**src/rtl/sim_mem_seq.sv**
```systemverilog
// Request sequencer driving the simulation memory: single reads, wrapping quad reads, byte-masked writes.
// Two cycles per beat (strobe cycle, then response hold); stalls in RSP with no memory activity while rsp_ready=0.
module sim_mem_seq #(
  parameter int SIZE   = 4096,
  parameter int WIDTH  = 36,
  parameter int NBYTES = 4,
  localparam int AW    = $clog2(SIZE)
) (
  input  logic              clk,
  input  logic              rst_n,
  input  logic              req_valid,
  output logic              req_ready,
  input  logic              req_write,
  input  logic              req_quad,
  input  logic [AW-1:0]     req_addr,
  input  logic [WIDTH-1:0]  req_wdata,
  input  logic [NBYTES-1:0] req_be,
  output logic              rsp_valid,
  input  logic              rsp_ready,
  output logic [WIDTH-1:0]  rsp_data,
  output logic              rsp_last,
  output logic [AW-1:0]     mem_addr,
  output logic [WIDTH-1:0]  mem_din,
  output logic [NBYTES-1:0] mem_wea,
  output logic              mem_oe,
  input  logic [WIDTH-1:0]  mem_dout
);

  typedef enum logic [1:0] {S_IDLE, S_READ, S_WRITE, S_RSP} state_t;

  state_t             r_state;
  state_t             w_next;
  logic               r_live;
  logic               r_quad;
  logic [AW-1:0]      r_addr;
  logic [AW-1:0]      r_addr_hold;
  logic [WIDTH-1:0]   r_wdata;
  logic [NBYTES-1:0]  r_be;
  logic [1:0]         r_beat;
  logic [WIDTH-1:0]   r_rsp_data;
  logic               r_rsp_last;
  logic [1:0]         w_lo;
  logic [AW-1:0]      w_rd_addr;
  logic               w_accept;

  // Quad beats wrap inside the aligned four-word block.
  assign w_lo      = r_addr[1:0] + r_beat;
  assign w_rd_addr = {r_addr[AW-1:2], w_lo};
  assign w_accept  = (r_state == S_IDLE) && r_live && req_valid;
  assign rsp_data  = r_rsp_data;
  assign rsp_last  = r_rsp_last;

  always_ff @(posedge clk or negedge rst_n) begin
    if (!rst_n) r_state <= S_IDLE;
    else        r_state <= w_next;
  end

  always_comb begin
    w_next    = r_state;
    req_ready = 1'b0;
    rsp_valid = 1'b0;
    mem_oe    = 1'b0;
    mem_wea   = '0;
    mem_din   = '0;
    mem_addr  = r_addr_hold;
    case (r_state)
      S_IDLE: begin
        req_ready = r_live;
        if (w_accept) w_next = req_write ? S_WRITE : S_READ;
      end
      S_READ: begin
        mem_oe   = 1'b1;
        mem_addr = w_rd_addr;
        w_next   = S_RSP;
      end
      S_WRITE: begin
        mem_addr = r_addr;
        mem_din  = r_wdata;
        mem_wea  = r_be;
        w_next   = S_RSP;
      end
      S_RSP: begin
        rsp_valid = 1'b1;
        if (rsp_ready) w_next = r_rsp_last ? S_IDLE : S_READ;
      end
      default: w_next = S_IDLE;
    endcase
  end

  always_ff @(posedge clk or negedge rst_n) begin
    if (!rst_n) begin
      r_live      <= 1'b0;
      r_quad      <= 1'b0;
      r_addr      <= '0;
      r_addr_hold <= '0;
      r_wdata     <= '0;
      r_be        <= '0;
      r_beat      <= '0;
      r_rsp_data  <= '0;
      r_rsp_last  <= 1'b0;
    end else begin
      r_live <= 1'b1;
      case (r_state)
        S_IDLE: begin
          if (w_accept) begin
            r_quad  <= req_quad & ~req_write;
            r_addr  <= req_addr;
            r_wdata <= req_wdata;
            r_be    <= req_be;
            r_beat  <= '0;
          end
        end
        S_READ: begin
          r_rsp_data  <= mem_dout;
          r_rsp_last  <= !r_quad || (r_beat == 2'd3);
          r_addr_hold <= w_rd_addr;
        end
        S_WRITE: begin
          r_rsp_data  <= '0;
          r_rsp_last  <= 1'b1;
          r_addr_hold <= r_addr;
        end
        S_RSP: begin
          if (rsp_ready && !r_rsp_last) r_beat <= r_beat + 2'd1;
        end
        default: ;
      endcase
    end
  end

endmodule

```
**config.mk**
```make
export PLATFORM = sky130hd
export DESIGN_NAME = sim_mem_seq
export DESIGN_NICKNAME = d
export VERILOG_FILES = /design/src/rtl/sim_mem_seq.sv
export SDC_FILE = /design/constraint.sdc
export NUM_CORES = 1
export LEC_CHECK = 0
export CAP_MARGIN = 10
export CORE_MARGIN = 4
export CORE_UTILIZATION = 30
export DETAILED_ROUTE_END_ITERATION = 7
export MAX_ROUTING_LAYER = met4
export PLACE_DENSITY = 0.58
export RECOVER_POWER = 50
export REMOVE_ABC_BUFFERS = 1
export SETUP_SLACK_MARGIN = 0.05
export SLEW_MARGIN = 20
export SYNTH_ARGS = -nofsm -noshare
export SYNTH_HDL_FRONTEND = slang
export SYNTH_SLANG_ARGS = --single-unit
```
**constraint.sdc**
```tcl
create_clock -name clk -period 2 [get_ports clk]
set_input_delay 0.2 -clock clk [delete_from_list [all_inputs] [get_ports clk]]
set_output_delay 0.2 -clock clk [all_outputs]
set_load 0.005 [all_outputs]
```
Word level (Yosys, flattened, before mapping) --
Cells that the tools add are included.
Storage, ports and cells: register bits after elaboration 107, output and inout bits 92, logic and storage cells 50
Operators by class: add/subtract/negate cells 2, eq/ne operators 7, muxes and demuxes 16, bitwise operators 2, reduce and logical (&&, ||, !) cells 13
Operators with widths (number):
- one-hot mux 36 bit (2 select lines) | 1
- 2-to-1 mux 36 bit | 1
- one-hot mux 12 bit (2 select lines) | 1
- 2-to-1 mux 2 bit | 5
- equality test 2 bit (second input constant) | 3
- inequality test 2 bit (second input constant) | 3
- one-hot mux 2 bit (3 select lines) | 1
- 2-to-1 mux 1 bit | 4
- 2-to-1 mux 4 bit | 1
- one-hot mux 2 bit (2 select lines) | 1
- AND reduction 2 bit | 2
- nonzero test 2 bit | 2
- logical AND 1 bit | 3
- AND reduction 3 bit | 1
- adder 2 x 1 -> 2 bit (second input constant) | 1
- adder 2 bit | 1
- equality test 2 x 1 -> 1 bit (second input constant) | 1
- logical NOT 1 bit | 2
- logical NOT 2 bit | 1
- one-hot mux 1 bit (2 select lines) | 1
- OR reduction 2 bit | 1
- AND 1 bit | 1
- logical OR 1 bit | 1
- NOT 1 bit | 1

Depth between registers and ports, before layout --
Gate-level depths: netlist of run 1.
depth after elaboration 5, depth in mapped cells 6, mapped depth without buffers 5

Least setup slack after synthesis of run 1 --
No wires, ideal clock.
path type register to output, start reg r_state[0], end out mem_addr[10], arrival 1.443 ns, setup slack 0.357 ns, stages on the path, launching flop included 7, path through dfrtp_1 inv_1 ha_1 inv_2 buf_6 buf_2 a22o_1
On the way: longest elaborated chain between the ends 2, elaborated cells on any way between the ends 3, those cells by class 2 x eq/ne; 1 x mux
Ends and longest elaborated chain:
- start, declared | RTL line 31 | state_t r_state;
- start signal, assigned | RTL line 55 | else r_state <= w_next;
- equality test 2 bit or equality test 2 x 1 -> 1 bit (tied branches) | RTL line 66 | case (r_state)
- one-hot mux 12 bit (2 select lines) * | RTL line 66
- end, declared | RTL line 22 | output logic [AW-1:0] mem_addr,
Mark *: on every way between the ends. The rest lies on a longest branch, timed or not.

Worst setup path in the final report of run 1 --
start reg r_state[1], end out mem_din[0]
On the way: longest elaborated chain between the ends 2
Ends and longest elaborated chain:
- equality test 2 bit | RTL line 66
- 2-to-1 mux 36 bit | RTL line 66
- end, declared | RTL line 23 | output logic [WIDTH-1:0] mem_din,
Every way passes these cells.

==> summary.md, run 1 <==
- initial core utilization: 31.2%
- count of buffers inserted at the top-level ports: 185
- Seq pwr share: 32.9%
- main area contributors after synthesis: sky130_fd_sc_hd__dfrtp_1, sky130_fd_sc_hd__mux2_2, sky130_fd_sc_hd__a22o_1
- setup slack of the critical path after layout: -0.00946 ns
- number of warning messages in the yosys log: 0
- fraction of the cycle the final worst path needs: 100%
- Worst EP arrival: 1.81 ns
- detailed-placement wirelength estimate: 9130 µm
- final setup skew: 0.00945 ns
- fraction of layout cells with a size suffix above 1: 25.5%
- weighted congestion at the end of routability-driven global placement: 0.782
- global router's overall resource usage: 15.8%
- most frequently used flop master after synthesis: sky130_fd_sc_hd__dfrtp_1
- number of synthesized flops with an enable pin: 0
- wire per inst: 17.9 µm
- RSZ-0062 raised after global routing: yes
- total number of H-tree levels: 3
- number of nets in the layout: 626
- length of the first detailed-routing pass in iterations: 4
- type of destination of the critical path: output port
- boundary pin count: 186
- floorplan die area: 0.0167 mm²
- violated checks: setup timing
- synthesized cell area: 0.00440 mm²
- hold crit path type: in -> reg
- antenna violations before repair: 0
- clk slew on worst S/H paths: 0.08 ns
- via count of the first global-routing pass: 3623
- root buffer cell: sky130_fd_sc_hd__clkbuf_16
- CTS tree: yes
- fill cell total of the finished layout: 1250
- depth of the worst register-to-register path: 9
- async set-reset flop share out of synthesis: 100%
- floorplan die width: 129 µm
- startpoint-to-endpoint class of the critical path: reg -> out
- total via count after detailed routing: 3269
- largest net degree at the start of global routing: 42
- number of maximum-capacitance violations: 0
- worst slack at placement: -0.0297 ns
- kind of launch point of the worst setup path: flop
- global-route wire length before repair: 19700 µm
- final core utilization: 49.9%
- Routed Antenna Nets: 0
- worst vdd rail ir drop: 0.953 mV
- detailed router's first-iteration violation count: 112
- Int Pwr: 7.57 mW
- Worst Hold Margin: 0.436 ns
- Synth top area share: 60.9%
- pwr/cell area: 1600 mW/mm²
- mean number of vias per cell: 4.61
- Static Leakage: 3.42 nW
- Seq cells post-synth: 107
- time the worst path needs with I/O delays and setup: 2.01 ns
- required time worst endpoint: 1.80 ns
- Inserted Diodes: 0
- Power, Total: 11.3 mW
- Hold Fails Final Rpt: 0
- Worst-Margin Slew: 0.768 ns
- combinational power share: 51.0%
- Setup violations, final: 7
- run status: finished with violations
- fraction of the yosys area taken by sequential cells: 60.9%
- Net Sw Frac: 32.8%
- # DRC: 0
- max-slew headroom at the worst pin: 48.8%
- number of standard cells after synthesis: 309
- Critical Path Fanout Max: 15
- Syn-to-layout area delta: 60.0%
- number of slew-limit violations in the final report: 0
- fraction of power consumed by the clock network: 16.1%
- total net switching power: 3.69 mW
- upper clock frequency limit: 498 MHz
- FP Rows: 43
- worst-skew pair later-pin latency: 0.35 ns
- Syn Area/Cell: 14.2 µm²
- number of cells on the worst hold path: 2
- routed wire length: 12700 µm
- number of buffers created by CTS: 9
- grt ovf: 0
- Unique masters post-synth: 33
- core region area: 0.0141 mm²
- clock sinks: 107
- CTS Buffer Depth: 2
- die height: 129 µm
- library cell occupying the most area in the post-synthesis netlist: sky130_fd_sc_hd__dfrtp_1
-- layout by cell type (no fill, tap or decap), types with 4 or more instances in the layout --
cell type                           n
sky130_fd_sc_hd__a22o_1            46
sky130_fd_sc_hd__and2_1            41
sky130_fd_sc_hd__buf_12             6
sky130_fd_sc_hd__buf_2             12
sky130_fd_sc_hd__buf_4             20
sky130_fd_sc_hd__buf_6              5
sky130_fd_sc_hd__clkbuf_16         10
sky130_fd_sc_hd__clkbuf_2           8
sky130_fd_sc_hd__clkdlybuf4s50_1  123
sky130_fd_sc_hd__dfrtp_1          107
sky130_fd_sc_hd__dlygate4sd2_1     24
sky130_fd_sc_hd__dlygate4sd3_1      8
sky130_fd_sc_hd__dlymetal6s2s_1    11
sky130_fd_sc_hd__ha_4               4
sky130_fd_sc_hd__mux2_1             5
sky130_fd_sc_hd__mux2_2            48
-- path summary, 6_finish.rpt --
path                                   startpoint                      end  slack, ns
min in group asynchronous                   rst_n  r_wdata[13]$_DFFE_PN0P_       0.46
hold reg to reg                r_quad$_DFFE_PN0P_     rsp_last$_DFFE_PN0P_       0.47
setup / recovery           r_state[1]$_DFFE_PN0P_               mem_din[0]     -0.009
max in group asynchronous                   rst_n   r_wdata[6]$_DFFE_PN0P_       0.38
hold / removal                       req_wdata[3]   r_wdata[3]$_DFFE_PN0P_       0.44
setup reg to reg           r_state[1]$_DFFE_PN0P_  rsp_data[0]$_DFFE_PN0P_       0.18
-- area by class of cell --
class	count	area (µm²)	share of cell area, %
Sequential cell	107	2680	38.0
Clock buffer	10	229	3.25
Tap cell	180	225	3.20
Inverter	5	21.3	0.302
Multi-Input combinational cell	179	1660	23.6
Timing Repair Buffer	222	2160	30.6
Clock inverter	6	71.3	1.01
-- cell usage after synthesis, drive strengths merged (2+ instances only) --
library cell / n
a22oi: 2
dfrtp: 107
nor2b: 2
a21oi: 3
a22o: 46
nor2: 6
mux2: 53
buf: 13
nand2: 2
and2: 41
inv: 5
o21ai: 3
ha: 8
clkbuf: 5
-- critical path, cell delays in order (launching register included) --
cell                            delay, ns
sky130_fd_sc_hd__dfrtp_1             0.41
sky130_fd_sc_hd__buf_4               0.15
sky130_fd_sc_hd__ha_4                0.18
sky130_fd_sc_hd__buf_4               0.15
sky130_fd_sc_hd__clkbuf_16           0.17
sky130_fd_sc_hd__and2_1              0.13
sky130_fd_sc_hd__dlygate4sd2_1       0.27
-- metal layers --
metal | vias up | wire [µm] | GRT usage, %
li1 | 1532 | - | -
met5 | - | 0 | -
met3 | 15 | 553 | 4.33
met2 | 79 | 6800 | 26.4
met4 | 0 | 235 | 4.57
met1 | 1643 | 5100 | 18.6
-- sequential cells by signal, indices dropped and copies added, names as in the netlist, 2 cells and up --
name	cells
r_beat	2
r_state	2
rsp_data	36
r_wdata	36
r_addr_hold	12
r_addr	12
r_be	4
-- power by group through the flow --
stage | logic (mW) | registers, mW | clock network, mW
final | 5.74 | 3.71 | 1.81
after global routing | 6.25 | 3.83 | 1.98
after global placement | 5.34 | 3.71 | 0
after CTS | 5.69 | 3.71 | 1.88
after detailed placement | 5.41 | 3.73 | 0
after floorplan | 2.42 | 3.64 | 0
-- what timing repair did --
item,CTS,global route
setup endpoints to repair,54,24
gates resized for setup,106,30
hold buffers,1,0
hold endpoints to repair,29,0
buffers inserted,11,12
pin swaps,9,9
gates cloned,0,1
-- cell families after synthesis --
kind of cell             share of synthesized area (%)
flip-flops                                        60.9
AO/OA/AOI/OAI                                     11.3
AND/OR/NAND/NOR                                   7.94
multiplexers                                      13.8
buffers and inverters                             3.19
adder cells (fa/ha/maj)                           2.28
other                                           0.0853
XOR/XNOR                                         0.540
-- through the flow --
step | setup TNS [ns] | area, µm² | instances
after floorplan | 0 | 4280 | 291
after global placement | 0 | 6550 | 671
after detailed placement | -0.0776 | 6550 | 671
after CTS | -1.38 | 6960 | 699
after global routing | -1.91 | 7040 | 709
final | -0.0374 | 7040 | 709
Note: power is estimated with default switching activity, not from simulation.
==> inputs of run 2 (changes only) <==
DONT_BUFFER_PORTS = 1   (was unset)
PLACE_DENSITY = 0.42   (was 0.58)
==> summary.md, run 2 (synthesis results as in run 1) <==
- grt ovf: 0, unchanged
- fill cell total of the finished layout: 1304, was 1250
- Static Leakage: 2.68 nW, was 3.42 nW
- detailed router's first-iteration violation count: 98, was 112
- via count of the first global-routing pass: 3130, was 3623
- r2r endpoint: r_wdata[4]$_DFFE_PN0P_, was rsp_data[0]$_DFFE_PN0P_
- max-slew headroom at the worst pin: 43.5%, was 48.8%
- # DRC: 0, unchanged
- total number of H-tree levels: 3, unchanged
- type of destination of the critical path: output port, unchanged
- setup slack of the critical path after layout: 0.133 ns, was -0.00946 ns
- time the worst path needs with I/O delays and setup: 1.87 ns, was 2.01 ns
- final setup skew: 0.00689 ns, was 0.00945 ns
- largest net degree at the start of global routing: 108, was 42
- global router's overall resource usage: 14.0%, was 15.8%
- worst reg2reg startpoint: r_state[1]$_DFFE_PN0P_, unchanged
- flop2flop setup slack: 0.16 ns, was 0.18 ns
- commonest cells after routing, fill and taps aside: sky130_fd_sc_hd__dfrtp_1, sky130_fd_sc_hd__dlygate4sd3_1, sky130_fd_sc_hd__mux2_2, sky130_fd_sc_hd__and2_1, sky130_fd_sc_hd__a22o_1, was sky130_fd_sc_hd__clkdlybuf4s50_1, sky130_fd_sc_hd__dfrtp_1, sky130_fd_sc_hd__mux2_2, sky130_fd_sc_hd__a22o_1, sky130_fd_sc_hd__and2_1
- Inserted Diodes: 0, unchanged
- boundary pin count: 186, unchanged
- weighted congestion at the end of routability-driven global placement: 0.717, was 0.782
- area of combinational cells with multiple inputs: 0.00170 mm², was 0.00166 mm²
- root buffer cell: sky130_fd_sc_hd__clkbuf_16, unchanged
- Worst EP arrival: 1.67 ns, was 1.81 ns
- mean number of vias per cell: 4.87, was 4.61
- fraction of layout cells with a size suffix above 1: 23.4%, was 25.5%
- worst vdd rail ir drop: 0.898 mV, was 0.953 mV
- count of buffers inserted at the top-level ports: 0, was 185
- detailed-placement wirelength estimate: 7080 µm, was 9130 µm
- CTS tree: yes, unchanged
- upper clock frequency limit: 536 MHz, was 498 MHz
- antenna violations before repair: 0, unchanged
- number of buffers created by CTS: 9, unchanged
- most frequent standard cell in the layout excluding fill and tap cells: sky130_fd_sc_hd__dfrtp_1, was sky130_fd_sc_hd__clkdlybuf4s50_1
- hold crit path type: in -> async, was in -> reg
- wire per inst: 19.0 µm, was 17.9 µm
- floorplan die area: 0.0167 mm², unchanged
- depth of the worst register-to-register path: 5, was 9
- initial core utilization: 31.2%, unchanged
- kind of launch point of the worst setup path: flop, unchanged
- Hold Fails Final Rpt: 107, was 0
- setup TNS after final layout: 0 ns, was -0.0374 ns
- number of slew-limit violations in the final report: 0, unchanged
- worst-skew pair later-pin latency: 0.34 ns, was 0.35 ns
- pwr/cell area: 1620 mW/mm², was 1600 mW/mm²
- final core utilization: 42.4%, was 49.9%
- total via count after detailed routing: 2853, was 3269
- post-route standard cell area excluding fillers: 0.00597 mm², was 0.00704 mm²
- FP Rows: 43, unchanged
- die height: 129 µm, unchanged
- Setup violations, final: 0, was 7
- Routed Antenna Nets: 0, unchanged
- Syn-to-layout area delta: 35.8%, was 60.0%
- worst slack at placement: 0.124 ns, was -0.0297 ns
- floorplan die width: 129 µm, unchanged
- run status: finished with violations, unchanged
- Critical Path Fanout Max: 5, was 15
- length of the first detailed-routing pass in iterations: 4, unchanged
- global-route wire length before repair: 17400 µm, was 19700 µm
- fraction of the cycle the final worst path needs: 93.4%, was 100%
- Storage cell area: 0.00268 mm², unchanged
- Worst-Margin Slew: 0.845 ns, was 0.768 ns
- required time worst endpoint: 1.80 ns, about the same
- RSZ-0062 raised after global routing: no, was yes
- post-cts hold buffer count: 89, was 1
- number of maximum-capacitance violations: 0, unchanged
- number of nets in the layout: 504, was 626
- routed wire length: 11100 µm, was 12700 µm
- total placed instance area: 0.00458 mm², was 0.00655 mm²
- startpoint-to-endpoint class of the critical path: reg -> out, unchanged
- violated checks: hold timing, was setup timing
- clk slew on worst S/H paths: 0.07 ns, was 0.08 ns
- CTS Buffer Depth: 2, unchanged
- core region area: 0.0141 mm², unchanged
- clock sinks: 107, unchanged
- Worst Hold Margin: -0.455 ns, was 0.436 ns
-- run 2: layer usage --
metal | track usage (%) | part of all wire [%] | wire length [µm]
met3 | 2.80 | 4.4 | 491
met5 | - | 0 | 0
met4 | 7.04 | 2.9 | 319
met2 | 22.7 | 53 | 5860
met1 | 16.7 | 40 | 4470
-- run 2: worst max-delay path by stage --
| stage | startpoint | to | cells after the start |
|---|---|---|---|
| global route | r_state[0]$_DFFE_PN0P_ | r_wdata[4]$_DFFE_PN0P_ | 5 |
| global placement | r_state[0]$_DFFE_PN0P_ | mem_addr[0] | 5 |
| floorplan | r_state[0]$_DFFE_PN0P_ | mem_addr[10] | 5 |
| detailed placement | r_state[0]$_DFFE_PN0P_ | rsp_last$_DFFE_PN0P_ | 5 |
| finish | r_state[0]$_DFFE_PN0P_ | mem_addr[10] | 6 |
| CTS | r_state[1]$_DFFE_PN0P_ | mem_addr[9] | 6 |
-- run 2: power by group --
part	internal (mW)	switching, mW
logic	2.15	1.90
clock network	0.999	0.776
registers	3.20	0.643
-- run 2: area by class of cell --
type / count / share of cell area, %
sequential: 107 / 44.8
multi-input combinational: 179 / 28.5
timing repair buffer: 100 / 17.7
clock buffer: 11 / 4.06
tap: 180 / 3.77
clock inverter: 4 / 0.859
inverter: 5 / 0.356
-- run 2: timing repair --
item	in CTS	in global routing
endpoints found under the setup margin	52	38
endpoints found under the hold margin	196	107
resized for setup	17	9
pin swaps	0	1
gates cloned	2	0
setup buffers	3	0
-- run 2: stage by stage --
stage / cells / power, mW
2_1_floorplan: 291 / 6.06
5_1_grt: 586 / 10.4
6_report: 586 / 9.67
3_5_place_dp: 477 / 7.16
3_3_place_gp: 477 / 7.05
4_1_cts: 586 / 9.69
-- run 2: critical path, stage by stage, from the launching register on --
cell and delay (ns):
sky130_fd_sc_hd__dfrtp_1 0.40, sky130_fd_sc_hd__buf_4 0.15, sky130_fd_sc_hd__ha_1 0.20, sky130_fd_sc_hd__nor2_2 0.13, sky130_fd_sc_hd__nor2_4 0.07, sky130_fd_sc_hd__buf_6 0.14
sky130_fd_sc_hd__a22o_4 0.23
==> inputs of run 3 (changes only) <==
GPL_ROUTABILITY_DRIVEN = 0   (was unset)
PLACE_DENSITY = unset   (was 0.42)
PLACE_DENSITY_LB_ADDON = 0.1   (was unset)
==> summary.md, run 3 (synthesis results as in run 1) <==
- core region area: 0.0141 mm², unchanged
- routed wire length: 10900 µm, was 11100 µm
- Worst Hold Margin: -0.454 ns, was -0.455 ns
- detailed router's first-iteration violation count: 92, was 98
- clk slew on worst S/H paths: 0.07 ns, about the same
- setup TNS after final layout: 0 ns, unchanged
- Worst EP arrival: 1.69 ns, was 1.67 ns
- Hold Fails Final Rpt: 107, unchanged
- routed wl met2: 5770 µm, was 5860 µm
- Power, Total: 9.41 mW, was 9.67 mW
- total via count after detailed routing: 2794, was 2853
- global router's overall resource usage: 13.5%, was 14.0%
- required time worst endpoint: 1.80 ns, about the same
- fraction of layout cells with a size suffix above 1: 22.4%, was 23.4%
- global-route wire length before repair: 17000 µm, was 17400 µm
- Routed Antenna Nets: 0, unchanged
- worst vdd rail ir drop: 0.909 mV, was 0.898 mV
- FP Rows: 43, unchanged
- number of nets in the layout: 503, was 504
- Syn-to-layout area delta: 33.8%, was 35.8%
- routed length on met1: 4370 µm, was 4470 µm
- count of buffers inserted at the top-level ports: 0, unchanged
- root buffer cell: sky130_fd_sc_hd__clkbuf_16, unchanged
- cell-by-cell trace of the critical path: clkbuf_1 > ha_1 > nor2_2 > nor2_4 > buf_4 > a22o_4, was buf_4 > ha_1 > nor2_2 > nor2_4 > buf_6 > a22o_4
- violated checks: hold timing, unchanged
- # DRC: 0, unchanged
- CTS tree: yes, unchanged
- top routing layer used: met4, unchanged
- via count of the first global-routing pass: 3082, was 3130
- total net switching power: 3.27 mW, was 3.32 mW
- met3 wire len: 516 µm, was 491 µm
- combinational power share: 39.6%, was 41.9%
- fraction of the cycle the final worst path needs: 94.6%, was 93.4%
- area of combinational cells with multiple inputs: 0.00167 mm², was 0.00170 mm²
- floorplan die area: 0.0167 mm², unchanged
- flop2flop setup slack: 0.15 ns, was 0.16 ns
- hold crit path type: in -> async, unchanged
- detailed-placement wirelength estimate: 6970 µm, was 7080 µm
- start point of the critical path: r_state[0]$_DFFE_PN0P_, unchanged
- initial core utilization: 31.2%, unchanged
- startpoint-to-endpoint class of the critical path: reg -> out, unchanged
- worst-skew pair later-pin latency: 0.34 ns, about the same
- fill cell total of the finished layout: 1338, was 1304
- depth of the worst register-to-register path: 5, unchanged
- final core utilization: 41.7%, was 42.4%
- total number of H-tree levels: 3, unchanged
- cell with the biggest individual delay on the critical path: sky130_fd_sc_hd__dfrtp_1, unchanged
- most frequent standard cell in the layout excluding fill and tap cells: sky130_fd_sc_hd__dfrtp_1, unchanged
- fraction of power consumed by the clock network: 19.8%, was 18.4%
- pwr/cell area: 1600 mW/mm², was 1620 mW/mm²
- Seq pwr share: 40.6%, was 39.8%
- die height: 129 µm, unchanged
- Critical Path Fanout Max: 5, unchanged
- max-slew headroom at the worst pin: 42.4%, was 43.5%
- commonest cells after routing, fill and taps aside: sky130_fd_sc_hd__dfrtp_1, sky130_fd_sc_hd__dlygate4sd3_1, sky130_fd_sc_hd__mux2_2, sky130_fd_sc_hd__and2_1, sky130_fd_sc_hd__a22o_1, unchanged
- Inserted Diodes: 0, unchanged
- Critical path buffers and inverters: 2, unchanged
- upper clock frequency limit: 529 MHz, was 536 MHz
- final instance count without filler cells: 586, unchanged
- Int Pwr: 6.14 mW, was 6.36 mW
- boundary pin count: 186, unchanged
- number of maximum-capacitance violations: 0, unchanged
- Net Sw Frac: 34.8%, was 34.3%
- Worst-Margin Slew: 0.862 ns, was 0.845 ns
- Setup violations, final: 0, unchanged
- time the worst path needs with I/O delays and setup: 1.89 ns, was 1.87 ns
- post-cts hold buffer count: 88, was 89
- run status: finished with violations, unchanged
- RSZ-0062 raised after global routing: yes, was no
- number of buffers created by CTS: 9, unchanged
- final setup skew: 0.00644 ns, was 0.00689 ns
- largest net degree at the start of global routing: 108, unchanged
- clock sinks: 107, unchanged
- CTS Buffer Depth: 2, unchanged
- length of the first detailed-routing pass in iterations: 4, unchanged
- cell total after placement: 479, was 477
- kind of launch point of the worst setup path: flop, unchanged
- worst reg2reg startpoint: r_state[1]$_DFFE_PN0P_, unchanged
- floorplan die width: 129 µm, unchanged
- delay of the slowest cell on the worst path: 0.39 ns, was 0.40 ns
- number of slew-limit violations in the final report: 0, unchanged
- Storage cell area: 0.00268 mm², unchanged
- Worst path top cell family by delay: flip-flops, unchanged
- mean number of vias per cell: 4.77, was 4.87
- r2r endpoint: r_wdata[19]$_DFFE_PN0P_, was r_wdata[4]$_DFFE_PN0P_
- wire per inst: 18.6 µm, was 19.0 µm
- grt ovf: 0, unchanged
- Static Leakage: 2.65 nW, was 2.68 nW
- type of destination of the critical path: output port, unchanged
- antenna violations before repair: 0, unchanged
run 3: cell types whose count changed in the layout (fill, tap and decap cells not counted), sizes merged:
cell	previous run	this run
buf	9	8
bufbuf	1	0
clkbuf	12	14
dlygate4sd3	89	88
inv	5	6
run 3: worst max path at each step:
stage          slack, ns  depth (start not counted)                      end
2_1_floorplan       0.06                          5             mem_addr[10]
3_5_place_dp        0.13                          5     rsp_last$_DFFE_PN0P_
5_1_grt             0.03                          5  r_wdata[12]$_DFFE_PN0P_
4_1_cts             0.05                          6              mem_addr[4]
6_report            0.11                          6              mem_addr[4]
3_3_place_gp        0.18                          5     rsp_last$_DFFE_PN0P_
run 3: metal layers:
layer	vias to the layer above	GRT usage [%]
li1	1282	-
met1	1424	15.6
met2	72	22.6
met3	16	3.05
met4	0	6.05
met5	-	-
run 3: area by class of cell:
cell class	count	area share (%)
Clock buffer	11	4.30
Inverter	5	0.319
Timing Repair Buffer	99	16.7
Clock inverter	5	1.02
Tap cell	180	3.83
Sequential cell	107	45.5
Multi-Input combinational cell	179	28.4
run 3: stage by stage:
stage	cell area, µm²	setup WS (ns)
6_report	5880	0.108
5_1_grt	5880	0.0258
4_1_cts	5870	0.0486
3_5_place_dp	4570	0.128
3_3_place_gp	4570	0.182
2_1_floorplan	4280	0.0606
run 3: repair_timing:
item | 4_1_cts | 5_1_grt
gates resized for setup | 14 | 8
endpoints found under the hold margin | 195 | 107
pin swaps | 1 | 0
endpoints found under the setup margin | 44 | 79
gates cloned | 1 | 0
setup buffers | 2 | 0
run 3: power by group through the flow:
stage	Clock, mW	Sequential, mW	Combinational, mW
3_3_place_gp	0	3.83	3.21
6_report	1.86	3.82	3.72
5_1_grt	2.01	3.93	4.14
3_5_place_dp	0	3.84	3.26
2_1_floorplan	0	3.64	2.42
4_1_cts	1.93	3.82	3.69
